## config.mk

```make
export PLATFORM = sky130hd
export DESIGN_NAME = ravenna_spi_master
export DESIGN_NICKNAME = d
export VERILOG_FILES = /design/src/rtl/ravenna_spi_pkg.sv /design/src/rtl/ravenna_spi_clkgen.sv /design/src/rtl/ravenna_spi_master.sv
export SDC_FILE = /design/constraint.sdc
export NUM_CORES = 1
export LEC_CHECK = 0
export CORE_MARGIN = 8
export CORE_UTILIZATION = 47
export DETAILED_ROUTE_END_ITERATION = 8
export HOLD_SLACK_MARGIN = 0.08
export PLACE_DENSITY_LB_ADDON = 0.3
export SYNTH_ARGS = -nofsm -noshare
export SYNTH_HDL_FRONTEND = slang
export SYNTH_SLANG_ARGS = --single-unit
```

## constraint.sdc

```tcl
create_clock -name clk -period 2.5 [get_ports clk]
set_input_delay 0.75 -clock clk [delete_from_list [all_inputs] [get_ports clk]]
set_output_delay 0.75 -clock clk [all_outputs]
set_load 0.03 [all_outputs]
```

## src/rtl/ravenna_spi_pkg.sv

```systemverilog
// Shared state encodings and config register bit positions for the Ravenna SPI master.
package ravenna_spi_pkg;

  typedef logic [1:0] spi_state_t;

  localparam spi_state_t ST_IDLE  = 2'd0;
  localparam spi_state_t ST_SETUP = 2'd1;
  localparam spi_state_t ST_SHIFT = 2'd2;
  localparam spi_state_t ST_HOLD  = 2'd3;

  localparam int unsigned CFG_W    = 12;
  localparam int unsigned CFG_CPOL = 8;
  localparam int unsigned CFG_CPHA = 9;
  localparam int unsigned CFG_HOLD = 10;
  localparam int unsigned CFG_EN   = 11;
  localparam int unsigned BUSY_BIT = 31;

endpackage

```

## src/rtl/ravenna_spi_clkgen.sv

```systemverilog
// Half-period tick generator: one tick every prescale+1 clk cycles while running.
module ravenna_spi_clkgen #(
  parameter int PRESCALE_W = 8
) (
  input  logic                  clk,
  input  logic                  resetn,
  input  logic                  clear,
  input  logic                  run,
  input  logic [PRESCALE_W-1:0] prescale,
  output logic                  tick
);

  logic [PRESCALE_W-1:0] cnt;

  assign tick = run && (cnt == prescale);

  always_ff @(posedge clk) begin
    if (!resetn) begin
      cnt <= '0;
    end else if (clear || !run || tick) begin
      cnt <= '0;
    end else begin
      cnt <= cnt + PRESCALE_W'(1);
    end
  end

endmodule

```

## src/rtl/ravenna_spi_master.sv

```systemverilog
// Memory-mapped SPI master: one full-duplex byte per data write, optional CSB hold for bursts.
module ravenna_spi_master
  import ravenna_spi_pkg::*;
#(
  parameter int PRESCALE_W = 8,
  parameter int DATA_W     = 8
) (
  input  logic              clk,
  input  logic              resetn,
  input  logic              reg_cfg_we,
  input  logic [31:0]       reg_cfg_di,
  output logic [31:0]       reg_cfg_do,
  input  logic              reg_dat_we,
  input  logic              reg_dat_re,
  input  logic [DATA_W-1:0] reg_dat_di,
  output logic [DATA_W-1:0] reg_dat_do,
  output logic              reg_dat_wait,
  output logic              spi_csb,
  output logic              spi_sck,
  output logic              spi_sdo,
  input  logic              spi_sdi,
  output logic              irq_done
);

  localparam int unsigned BCW = $clog2(2 * DATA_W);

  spi_state_t            state;
  logic [CFG_W-1:0]      cfg;
  logic [CFG_W-1:0]      cfg_eff;
  logic [DATA_W-1:0]     tx_sr;
  logic [DATA_W-1:0]     rx_sr;
  logic [DATA_W-1:0]     dat_q;
  logic [BCW-1:0]        bit_cnt;
  logic [PRESCALE_W-1:0] presc_q;
  logic                  cpha_q;
  logic                  sck_q;
  logic                  csb_q;
  logic                  sdo_q;
  logic                  irq_q;
  logic                  busy;
  logic                  start;
  logic                  abort;
  logic                  tick;
  logic                  lead;
  logic                  unused_cfg_bits;

  assign unused_cfg_bits = ^reg_cfg_di[31:CFG_W];

  // A cfg write in the same cycle as a start takes effect for that transfer.
  assign cfg_eff = reg_cfg_we ? reg_cfg_di[CFG_W-1:0] : cfg;
  assign busy    = (state != ST_IDLE);
  assign start   = (state == ST_IDLE) && reg_dat_we && cfg_eff[CFG_EN];
  assign abort   = busy && !cfg_eff[CFG_EN];
  assign lead    = ~bit_cnt[0];

  ravenna_spi_clkgen #(
    .PRESCALE_W(PRESCALE_W)
  ) u_clkgen (
    .clk      (clk),
    .resetn   (resetn),
    .clear    (start),
    .run      (busy),
    .prescale (presc_q),
    .tick     (tick)
  );

  always_ff @(posedge clk) begin
    if (!resetn) begin
      state   <= ST_IDLE;
      cfg     <= '0;
      tx_sr   <= '0;
      rx_sr   <= '0;
      dat_q   <= '0;
      bit_cnt <= '0;
      presc_q <= '0;
      cpha_q  <= 1'b0;
      sck_q   <= 1'b0;
      csb_q   <= 1'b1;
      sdo_q   <= 1'b0;
      irq_q   <= 1'b0;
    end else begin
      if (reg_cfg_we) cfg <= reg_cfg_di[CFG_W-1:0];
      irq_q <= 1'b0;
      if (abort) begin
        state <= ST_IDLE;
        csb_q <= 1'b1;
      end else begin
        case (state)
          ST_IDLE: begin
            if (start) begin
              state   <= ST_SETUP;
              csb_q   <= 1'b0;
              tx_sr   <= reg_dat_di;
              rx_sr   <= '0;
              presc_q <= cfg_eff[PRESCALE_W-1:0];
              cpha_q  <= cfg_eff[CFG_CPHA];
              sck_q   <= cfg_eff[CFG_CPOL];
              if (!cfg_eff[CFG_CPHA]) sdo_q <= reg_dat_di[DATA_W-1];
            end else if (!cfg[CFG_HOLD] || !cfg[CFG_EN]) begin
              csb_q <= 1'b1;
            end
          end
          ST_SETUP: begin
            if (tick) begin
              state   <= ST_SHIFT;
              bit_cnt <= '0;
            end
          end
          ST_SHIFT: begin
            if (tick) begin
              sck_q   <= ~sck_q;
              bit_cnt <= bit_cnt + BCW'(1);
              // Sample edge is leading for cpha=0 and trailing for cpha=1.
              if (lead ^ cpha_q) begin
                rx_sr <= {rx_sr[DATA_W-2:0], spi_sdi};
              end else begin
                sdo_q <= cpha_q ? tx_sr[DATA_W-1] : tx_sr[DATA_W-2];
                tx_sr <= {tx_sr[DATA_W-2:0], 1'b0};
              end
              if (bit_cnt == BCW'(2 * DATA_W - 1)) state <= ST_HOLD;
            end
          end
          ST_HOLD: begin
            if (tick) begin
              state <= ST_IDLE;
              dat_q <= rx_sr;
              irq_q <= 1'b1;
              if (!cfg[CFG_HOLD]) csb_q <= 1'b1;
            end
          end
          default: state <= ST_IDLE;
        endcase
      end
    end
  end

  always_comb begin
    reg_cfg_do           = '0;
    reg_cfg_do[CFG_W-1:0] = cfg;
    reg_cfg_do[BUSY_BIT] = busy;
  end

  assign spi_sck      = busy ? sck_q : cfg[CFG_CPOL];
  assign spi_csb      = csb_q;
  assign spi_sdo      = sdo_q;
  assign reg_dat_do   = dat_q;
  assign irq_done     = irq_q;
  assign reg_dat_wait = busy && (reg_dat_we || reg_dat_re);

endmodule
```

==> reports/results.md, run 1 <==
| Group | Parameter | Reported |
| --- | --- | --- |
| status | Status | finished clean |
| clock tree | Max H-tree Level | 3 |
| clock tree | Cell at the root of the clock tree | sky130_fd_sc_hd__clkbuf_8 |
| synth | Number of instances in the synthesized netlist | 331 |
| power | Power per Cell Area | 704 nW/µm² |
| clock tree | Postcts setup bufs | 0 |
| setup path | Type of origin of the critical path | register |
| sta | Max Transition Viols Final | 0 |
| synth | Share of the synthesized area in the top cell type | 40.7% |
| setup path | Critical path endpoint category | primary output |
| power | Sequential Power Share | 41.7% |
| grt | Vias in the first global route | 2333 |
| power | Net switching share of the total power | 31.4% |
| detailed routing | Number of search-and-repair iterations in the first detailed-routing pass | 4 |
| sta | Clock Skew | 0.00786 ns |
| power | Net Switching | 0.000845 W |
| synth | Number of synthesized flops with an enable pin | 0 |
| setup path | Worst Reg-to-Reg Cells | 8 |
| die | Die Width | 97.2 µm |
| detailed routing | Drt wl/cell | 14.3 µm |
| synth | Cell taking the most area after synthesis | sky130_fd_sc_hd__dfxtp_1 |
| clock tree | Maximum buffer depth of the clock tree | 2 |
| clock tree | Later-pin clock latency in the skew report | 0.34 ns |
| setup path | Arrival time of the worst setup path | 1.59 ns |
| final layout | Ratio of cells with drive above 1 in the final layout | 10.0% |
| setup path | Worst flop-to-flop path startpoint | state[0]$_SDFFE_PP0P_ |
| sta | Setup TNS | 0 ns |
| power | Clk pwr share | 32.2% |
| die | Floorplan row count | 29 |
| power | Portion of total power attributed to combinational logic | 26.1% |
| place | Final Wtd Congestion | 0.792 |
| worst hold path | Beginning of the worst hold path | reg_dat_do[2]$_SDFFE_PN0P_ |
| sta | Setup repair after global routing missed its margin | false |
| detailed routing | Count of routing violations after the opening detailed-route iteration | 134 |
| synth | Flip-flop cell with the highest count after synthesis | sky130_fd_sc_hd__dfxtp_1 |
| sta | Relative slew slack | 56.1% |
| synth | Most common cell in the synthesized netlist | sky130_fd_sc_hd__dfxtp_1 |
| worst hold path | Count of cells along the worst hold path | 2 |
| power | Worst supply voltage drop on vdd | 0.000396 V |
| detailed routing | Via count | 2435 |
| synth | Synth Area in Adders | 2.42% |
| synth | Fraction of synthesis flops using an asynchronous set or reset pin | 0% |
| synth | Number of unique standard cell types used by synthesis | 46 |
| synth | Mapped Area | 3100 µm² |
| sta | Fin. Hold Viols | 0 |
| die | Die area | 9440 µm² |
| clock tree | TritonCTS clock tree | built |
| place | Input/output buffers | 51 |
| grt | Global-route total usage across every layer | 14.5% |
| final layout | Count of inserted antenna diode cells | 0 |
| sta | Shortest period the worst path allows | 2.34 ns |
| sta | Number of setup violations in the final report | 0 |
| synth | Cell types occupying the most area after synthesis | sky130_fd_sc_hd__dfxtp_1 41%, sky130_fd_sc_hd__mux2i_1 13%, sky130_fd_sc_hd__buf_4 5.3% |
| detailed routing | Drt total wl | 6670 µm |
| run | Count of max-cap constraint violations | 0 |
| grt | Wire length of the first global-routing pass | 11400 µm |
| synth | Complex-gate fraction of the synthesized area | 10.2% |
| sta | Measured slew at the worst slew-check pin | 0.658 ns |
| detailed routing | Remaining antenna violation count after routing | 0 |
| synth | XOR/XNOR Fraction of Synth Area | 4.24% |
| die | Area of the core | 6350 µm² |
| die | Starting Density | 48.8% |
| detailed routing | Post-route DRC violation count | 0 |
| die | Count of boundary I/O pins | 91 |
| synth | Share of cell area taken by muxes after synthesis | 14.3% |
| sta | Final cycle utilization of the critical path | 93.5% |
| place | Post-DP HPWL | 4750 µm |
| grt | Number of antenna violations at the first check in global routing | 0 |
| detailed routing | Vias/cell | 5.23 |
| grt | Total gr overflow | 0 |
| setup path | Reg2Reg Setup Slack | 0.35 ns |
| setup path | Critical path class | register to primary output |
| clock tree | Number of clock sinks | 63 |
| final layout | Filler Cells Inserted | 565 |
| synth | Simple-Gate Fraction of Synth Area | 19.6% |
| setup path | CP required | 1.75 ns |
| grt | Maximum number of pins on one net before global-route repair | 73 |
| power | Leakage | 1.65 nW |
| synth | Portion of the post-synthesis area used by sequential elements | 40.7% |
| final layout | Combined area of the multi-input logic cells | 1650 µm² |
| setup path | Top fanout value on the critical path | 5 |
| setup path | Critical path origin | state[0]$_SDFFE_PP0P_ |
| final layout | Area growth from synthesis to layout | 23.4% |
| synth | Post-Syn Area per Cell | 9.36 µm² |
| power | Post-layout power | 0.00269 W |
| clock tree | Clock buffer count from CTS | 9 |
| sta | Max frequency | 428 MHz |
| worst hold path | Classification of the worst-slack hold path | register to register |
| synth | Yosys Warn Count | 0 |
| final layout | Total Nets Final | 436 |
| die | Die Height | 97.2 µm |
| clock tree | Clock slew at reported path FFs | 0.06 ns |
| final layout | Area taken by flip-flops and latches | 1260 µm² |
| synth | Top cell types by occurrence after synthesis | 63 x sky130_fd_sc_hd__dfxtp_1, 41 x sky130_fd_sc_hd__mux2i_1, 36 x sky130_fd_sc_hd__nand2_1 |
| synth | Number of synthesized register bits | 63 |
| synth | Dominant combinational cell family by area after synthesis | simple AND/OR/NAND/NOR gates |
| power | Int Pwr | 0.00185 W |
## through the flow
step | worst slack [ns] | hold WS [ns] | area, µm² | util [%] | std cells
finish | 0.163 | 0.457 | 3820 | 60.2 | 466
global route | 0.0891 | 0.481 | 3820 | 60.2 | 466
CTS | 0.00229 | 0.463 | 3830 | 60.3 | 466
detailed placement | -0.0791 | 0.450 | 3640 | 57.3 | 450
global placement | -0.0562 | 0.443 | 3640 | 57.3 | 450
floorplan | 0.337 | 0.436 | 3170 | - | 349
## routing by layer
layer / up-vias / part of all wire (%) / global-route usage [%]
met2: 59 / 44 / 21.4
met1: 1137 / 46 / 17.9
met3: 12 / 7.4 / 5.69
met4: 0 / 2.0 / 7.10
met5: - / 0 / 0
li1: 1227 / - / -
## state kept, by name (all words and copies together) (netlist names)
register      cells
u_clkgen.cnt      8
spi_csb           1
cfg              12
irq_done          1
reg_dat_do        8
state             2
rx_sr             8
sck_q             1
tx_sr             8
bit_cnt           4
cpha_q            1
presc_q           8
spi_sdo           1
## power by group through the flow
stage / Sequential [W] / Clock (W) / Combinational (W)
2_1_floorplan: 0.00116 / 0 / 0.000489
4_1_cts: 0.00112 / 0.000891 / 0.000700
6_report: 0.00112 / 0.000867 / 0.000702
5_1_grt: 0.00113 / 0.000929 / 0.000772
3_3_place_gp: 0.00114 / 0 / 0.000689
3_5_place_dp: 0.00114 / 0 / 0.000700
## repair_timing
action	in CTS	in global routing
pin swaps	0	0
hold buffers	0	0
gates resized for setup	3	2
endpoints found under the setup margin	2	1
## cell type report
type,count,share of cell area [%]
multi-input combinational,241,43.1
sequential,63,33.0
timing repair buffer,64,15.9
clock buffer,12,3.80
tap,77,2.52
clock inverter,4,1.18
inverter,5,0.491
## cells by family after synthesis
logic type,Yosys count
other cells,1
simple gates,116
xor+xnor,15
flops,63
buf+inv,45
mux,44
compound gates,41
fa+ha+maj,6
## placed cells by master (no fill, tap or decap), drive strengths merged, types with 2 or more instances in the layout
master         Yosys  routed
and2               5       5
and3               5       5
buf               28      15
clkbuf            12      13
clkdlybuf4s50      0      47
clkinv             0       3
conb               1      19
dfxtp             63      63
ha                 6       6
inv                5       5
mux2               3       3
mux2i             41      41
nand2             36      36
nand2b             2       2
nand3             25      25
nor2              19      19
nor2b             12      12
nor3               4       4
o211a              8       8
o21ai             14      14
o311a              7       7
o311ai             2       2
o31ai              2       2
xnor2              5       5
xor2              10      10
## path summary, 6_finish.rpt
check,end
max,reg_cfg_do[31]
min,reg_dat_do[2]$_SDFFE_PN0P_
max reg2reg,tx_sr[0]$_SDFFE_PN0P_
min reg2reg,reg_dat_do[2]$_SDFFE_PN0P_
## critical path, stage by stage (launching register included)
cell and delay [ns]:
sky130_fd_sc_hd__dfxtp_1 0.39, sky130_fd_sc_hd__inv_1 0.09, sky130_fd_sc_hd__ha_2 0.23, sky130_fd_sc_hd__inv_1 0.11, sky130_fd_sc_hd__dlygate4sd2_1 0.42
Note: power is estimated with default switching activity, not from simulation.
==> run 2, diff against run 1 <==
--- a/config.mk
+++ b/config.mk
@@ -12,4 +12,5 @@
 export PLACE_DENSITY_LB_ADDON = 0.3
 export SYNTH_ARGS = -nofsm -noshare
 export SYNTH_HDL_FRONTEND = slang
+export SYNTH_HIERARCHICAL = 1
 export SYNTH_SLANG_ARGS = --single-unit
==> reports/results.md, run 2 <==
| Group | Parameter | Reported | Change |
| --- | --- | --- | --- |
| setup path | Arrival time of the worst setup path | 1.63 ns | +0.04 ns |
| setup path | Worst flop-to-flop path startpoint | u_clkgen/cnt[6]$_SDFF_PP0_ |  |
| synth | XOR/XNOR Fraction of Synth Area | 3.40% | -0.85 points |
| synth | Number of unique standard cell types used by synthesis | 44 | -4.3% |
| die | Starting Density | 48.7% | about the same |
| clock tree | Max H-tree Level | 3 | unchanged |
| clock tree | Clock buffer count from CTS | 9 | unchanged |
| die | Count of boundary I/O pins | 91 | unchanged |
| setup path | R2r endpoint | spi_sdo$_SDFFE_PN0P_ |  |
| power | Power per Cell Area | 725 nW/µm² | +3.0% |
| setup path | Type of origin of the critical path | register |  |
| place | Post-DP HPWL | 5120 µm | +7.9% |
| synth | Complex-gate fraction of the synthesized area | 15.0% | +4.8 points |
| sta | Fin. Hold Viols | 0 | unchanged |
| die | Floorplan row count | 29 | unchanged |
| detailed routing | Drt wl/cell | 15.2 µm | +6.1% |
| synth | Cell types occupying the most area after synthesis | sky130_fd_sc_hd__dfxtp_1 41%, sky130_fd_sc_hd__mux2i_1 13%, sky130_fd_sc_hd__buf_4 5.1% |  |
| clock tree | Maximum buffer depth of the clock tree | 2 | unchanged |
| die | Area of the core | 6350 µm² | unchanged |
| final layout | Register name with the most flops | cfg |  |
| setup path | Top fanout value on the critical path | 6 | +1 |
| synth | Mapped Area | 3100 µm² | about the same |
| place | Placed Instance Area | 3650 µm² | +0.45% |
| synth | Fraction of synthesis flops using an asynchronous set or reset pin | 0% | unchanged |
| setup path | CP required | 1.75 ns | about the same |
| final layout | Most frequent cells in the layout | 63 x sky130_fd_sc_hd__dfxtp_1, 48 x sky130_fd_sc_hd__clkdlybuf4s50_1, 39 x sky130_fd_sc_hd__mux2i_1 |  |
| sta | Number of setup violations in the final report | 0 | unchanged |
| setup path | Critical path class | register to primary output |  |
| final layout | Total non-filler cell area in the finished layout | 3830 µm² | +0.23% |
| sta | Max Transition Viols Final | 0 | unchanged |
| sta | Shortest period the worst path allows | 2.38 ns | +0.0438 ns |
| sta | Setup repair after global routing missed its margin | false |  |
| power | Leakage | 1.61 nW | -2.7% |
| synth | Top cell types by occurrence after synthesis | 63 x sky130_fd_sc_hd__dfxtp_1, 39 x sky130_fd_sc_hd__mux2i_1, 34 x sky130_fd_sc_hd__nor2_1 |  |
| setup path | Worst Reg-to-Reg Cells | 8 | unchanged |
| setup path | Critical path origin | state[0]$_SDFFE_PP0P_ |  |
| final layout | Number of flip-flops under the largest register name | 12 | unchanged |
| detailed routing | Drt total wl | 7060 µm | +5.9% |
| synth | Yosys Warn Count | 6 | +6 |
| status | Status | finished clean |  |
| detailed routing | Remaining antenna violation count after routing | 0 | unchanged |
| grt | Total gr overflow | 0 | unchanged |
| grt | Maximum number of pins on one net before global-route repair | 28 | -62% |
| synth | Simple-Gate Fraction of Synth Area | 14.4% | -5.2 points |
| sta | Final Hold Slack | 0.465 ns | +0.00869 ns |
| synth | Share of the synthesized area in the top cell type | 40.7% | about the same |
| grt | Vias in the first global route | 2499 | +7.1% |
| synth | Portion of the post-synthesis area used by sequential elements | 40.7% | about the same |
| synth | Number of instances in the synthesized netlist | 325 | -1.8% |
| synth | Synth Area in Adders | 2.83% | +0.41 points |
| synth | Flip-flop cell with the highest count after synthesis | sky130_fd_sc_hd__dfxtp_1 |  |
| die | Die Width | 97.2 µm | about the same |
| setup path | CP Capture Point | spi_sck |  |
| synth | Cell taking the most area after synthesis | sky130_fd_sc_hd__dfxtp_1 |  |
| run | Count of max-cap constraint violations | 0 | unchanged |
| synth | Dominant combinational cell family by area after synthesis | compound AO/OA/AOI/OAI gates |  |
| sta | Setup TNS | 0 ns | unchanged |
| setup path | Reg2Reg Setup Slack | 0.31 ns | -0.04 ns |
| clock tree | Postcts setup bufs | 0 | unchanged |
| setup path | Critical path endpoint category | primary output |  |
| detailed routing | Number of search-and-repair iterations in the first detailed-routing pass | 4 | unchanged |
| final layout | Count of inserted antenna diode cells | 0 | unchanged |
| detailed routing | Via count | 2456 | +0.86% |
| worst hold path | Classification of the worst-slack hold path | register to register |  |
| final layout | Ratio of cells with drive above 1 in the final layout | 13.4% | +3.4 points |
| sta | Max frequency | 420 MHz | -1.8% |
| clock tree | Number of clock sinks | 63 | unchanged |
| detailed routing | Post-route DRC violation count | 0 | unchanged |
| synth | Share of cell area taken by muxes after synthesis | 13.9% | -0.39 points |
| final layout | Total Nets Final | 436 | unchanged |
| synth | Most common cell in the synthesized netlist | sky130_fd_sc_hd__dfxtp_1 |  |
| synth | Post-Syn Area per Cell | 9.52 µm² | +1.8% |
| grt | Wire length of the first global-routing pass | 11800 µm | +3.3% |
| place | Final Wtd Congestion | 0.801 | +1.1% |
| clock tree | Clock slew at reported path FFs | 0.07 ns | about the same |
| clock tree | Cell at the root of the clock tree | sky130_fd_sc_hd__clkbuf_8 |  |
| grt | Global-route total usage across every layer | 15.0% | +0.51 points |
| final layout | Post-route core utilization | 60.3% | +0.14 points |
| sta | Clock Skew | 0.00950 ns | +0.00164 ns |
| clock tree | Later-pin clock latency in the skew report | 0.35 ns | about the same |
| final layout | Most common cell after layout, fill and taps aside | sky130_fd_sc_hd__dfxtp_1 |  |
| synth | Number of synthesized flops with an enable pin | 0 | unchanged |
| die | Die area | 9440 µm² | about the same |
| final layout | Area growth from synthesis to layout | 23.8% |  |
| detailed routing | Count of routing violations after the opening detailed-route iteration | 113 | -16% |
| place | Input/output buffers | 51 | unchanged |
| synth | Number of synthesized register bits | 63 | unchanged |
| grt | Number of antenna violations at the first check in global routing | 0 | unchanged |
| clock tree | TritonCTS clock tree | built |  |
| sta | Final cycle utilization of the critical path | 95.2% | +1.8 points |
| die | Die Height | 97.2 µm | about the same |
| power | Worst supply voltage drop on vdd | 0.000439 V | +11% |
| detailed routing | Vias/cell | 5.28 | +1.1% |
[run 2: cell types whose count changed in the layout (fill, tap and decap cells not counted), moves of 5 or more]
| cell | delta |
|---|---|
| sky130_fd_sc_hd__nor2_1 | +16 |
| sky130_fd_sc_hd__a21oi_1 | +15 |
| sky130_fd_sc_hd__o21ai_1 | -8 |
| sky130_fd_sc_hd__and2_1 | -5 |
| sky130_fd_sc_hd__nand2_1 | -12 |
| sky130_fd_sc_hd__buf_4 | +5 |
| sky130_fd_sc_hd__o211a_1 | -7 |
| sky130_fd_sc_hd__nand3_1 | -9 |
| sky130_fd_sc_hd__nor2b_1 | -11 |
| sky130_fd_sc_hd__a211oi_1 | +12 |
| sky130_fd_sc_hd__a211oi_2 | +7 |
| sky130_fd_sc_hd__o311a_1 | -7 |
[run 2: report_power, final]
| part | switching [W] | internal [W] |
|---|---|---|
| registers | 0.0000526 | 0.00107 |
| logic | 0.000503 | 0.000349 |
| clock network | 0.000388 | 0.000411 |
[run 2: cell type report]
class                      count  area, µm²
inverter                       9       33.8
fill                         543       2520
timing repair buffer          68        656
multi-input combinational    232       1610
clock inverter                 3       17.5
tap                           77       96.3
sequential                    63       1260
clock buffer                  13        159
[run 2: logic make-up after synthesis]
logic type	after synthesis
buffers and inverters	48
XOR/XNOR	12
AND/OR/NAND/NOR	91
AO/OA/AOI/OAI	61
multiplexers	42
flip-flops	63
other	1
adder cells (fa/ha/maj)	7
[run 2: layer usage]
| metal | routed length (µm) | track usage, % | vias to the layer above |
|---|---|---|---|
| met2 | 3310 | 23.7 | 58 |
| li1 | - | - | 1221 |
| met5 | 0 | 0 | - |
| met3 | 358 | 5.41 | 10 |
| met1 | 3290 | 18.0 | 1167 |
| met4 | 108 | 6.04 | 0 |
[run 2: worst min-delay path by stage]
stage                                     start                    end  slack, ns  depth (start not counted)
after global routing       spi_sdo$_SDFFE_PN0P_   spi_sdo$_SDFFE_PN0P_       0.49                          2
after global placement    tx_sr[0]$_SDFFE_PN0P_  tx_sr[0]$_SDFFE_PN0P_       0.44                          2
after detailed placement  rx_sr[7]$_SDFFE_PN0P_  rx_sr[7]$_SDFFE_PN0P_       0.46                          2
after CTS                 rx_sr[7]$_SDFFE_PN0P_  rx_sr[7]$_SDFFE_PN0P_       0.47                          2
final                     rx_sr[7]$_SDFFE_PN0P_  rx_sr[7]$_SDFFE_PN0P_       0.47                          2
after floorplan           tx_sr[0]$_SDFFE_PN0P_  tx_sr[0]$_SDFFE_PN0P_       0.43                          2
[run 2: per-stage QoR]
stage	power (W)	cells	worst slack, ns
after global routing	0.00293	465	0.0382
after CTS	0.00279	465	0.0526
final	0.00278	465	0.120
after detailed placement	0.00199	449	-0.00768
after global placement	0.00197	449	0.0297
after floorplan	0.00176	343	0.175
[run 2: timing repair]
item | in CTS | in global routing
hold buffers | 0 | 0
resized for setup | 0 | 1
setup endpoints to repair | 0 | 1
[run 2: critical path: stages, from the launching register on]
cell                      delay, ns
sky130_fd_sc_hd__dfxtp_1       0.34
sky130_fd_sc_hd__inv_1         0.12
sky130_fd_sc_hd__ha_2          0.27
sky130_fd_sc_hd__mux2_2        0.37
sky130_fd_sc_hd__buf_4         0.17
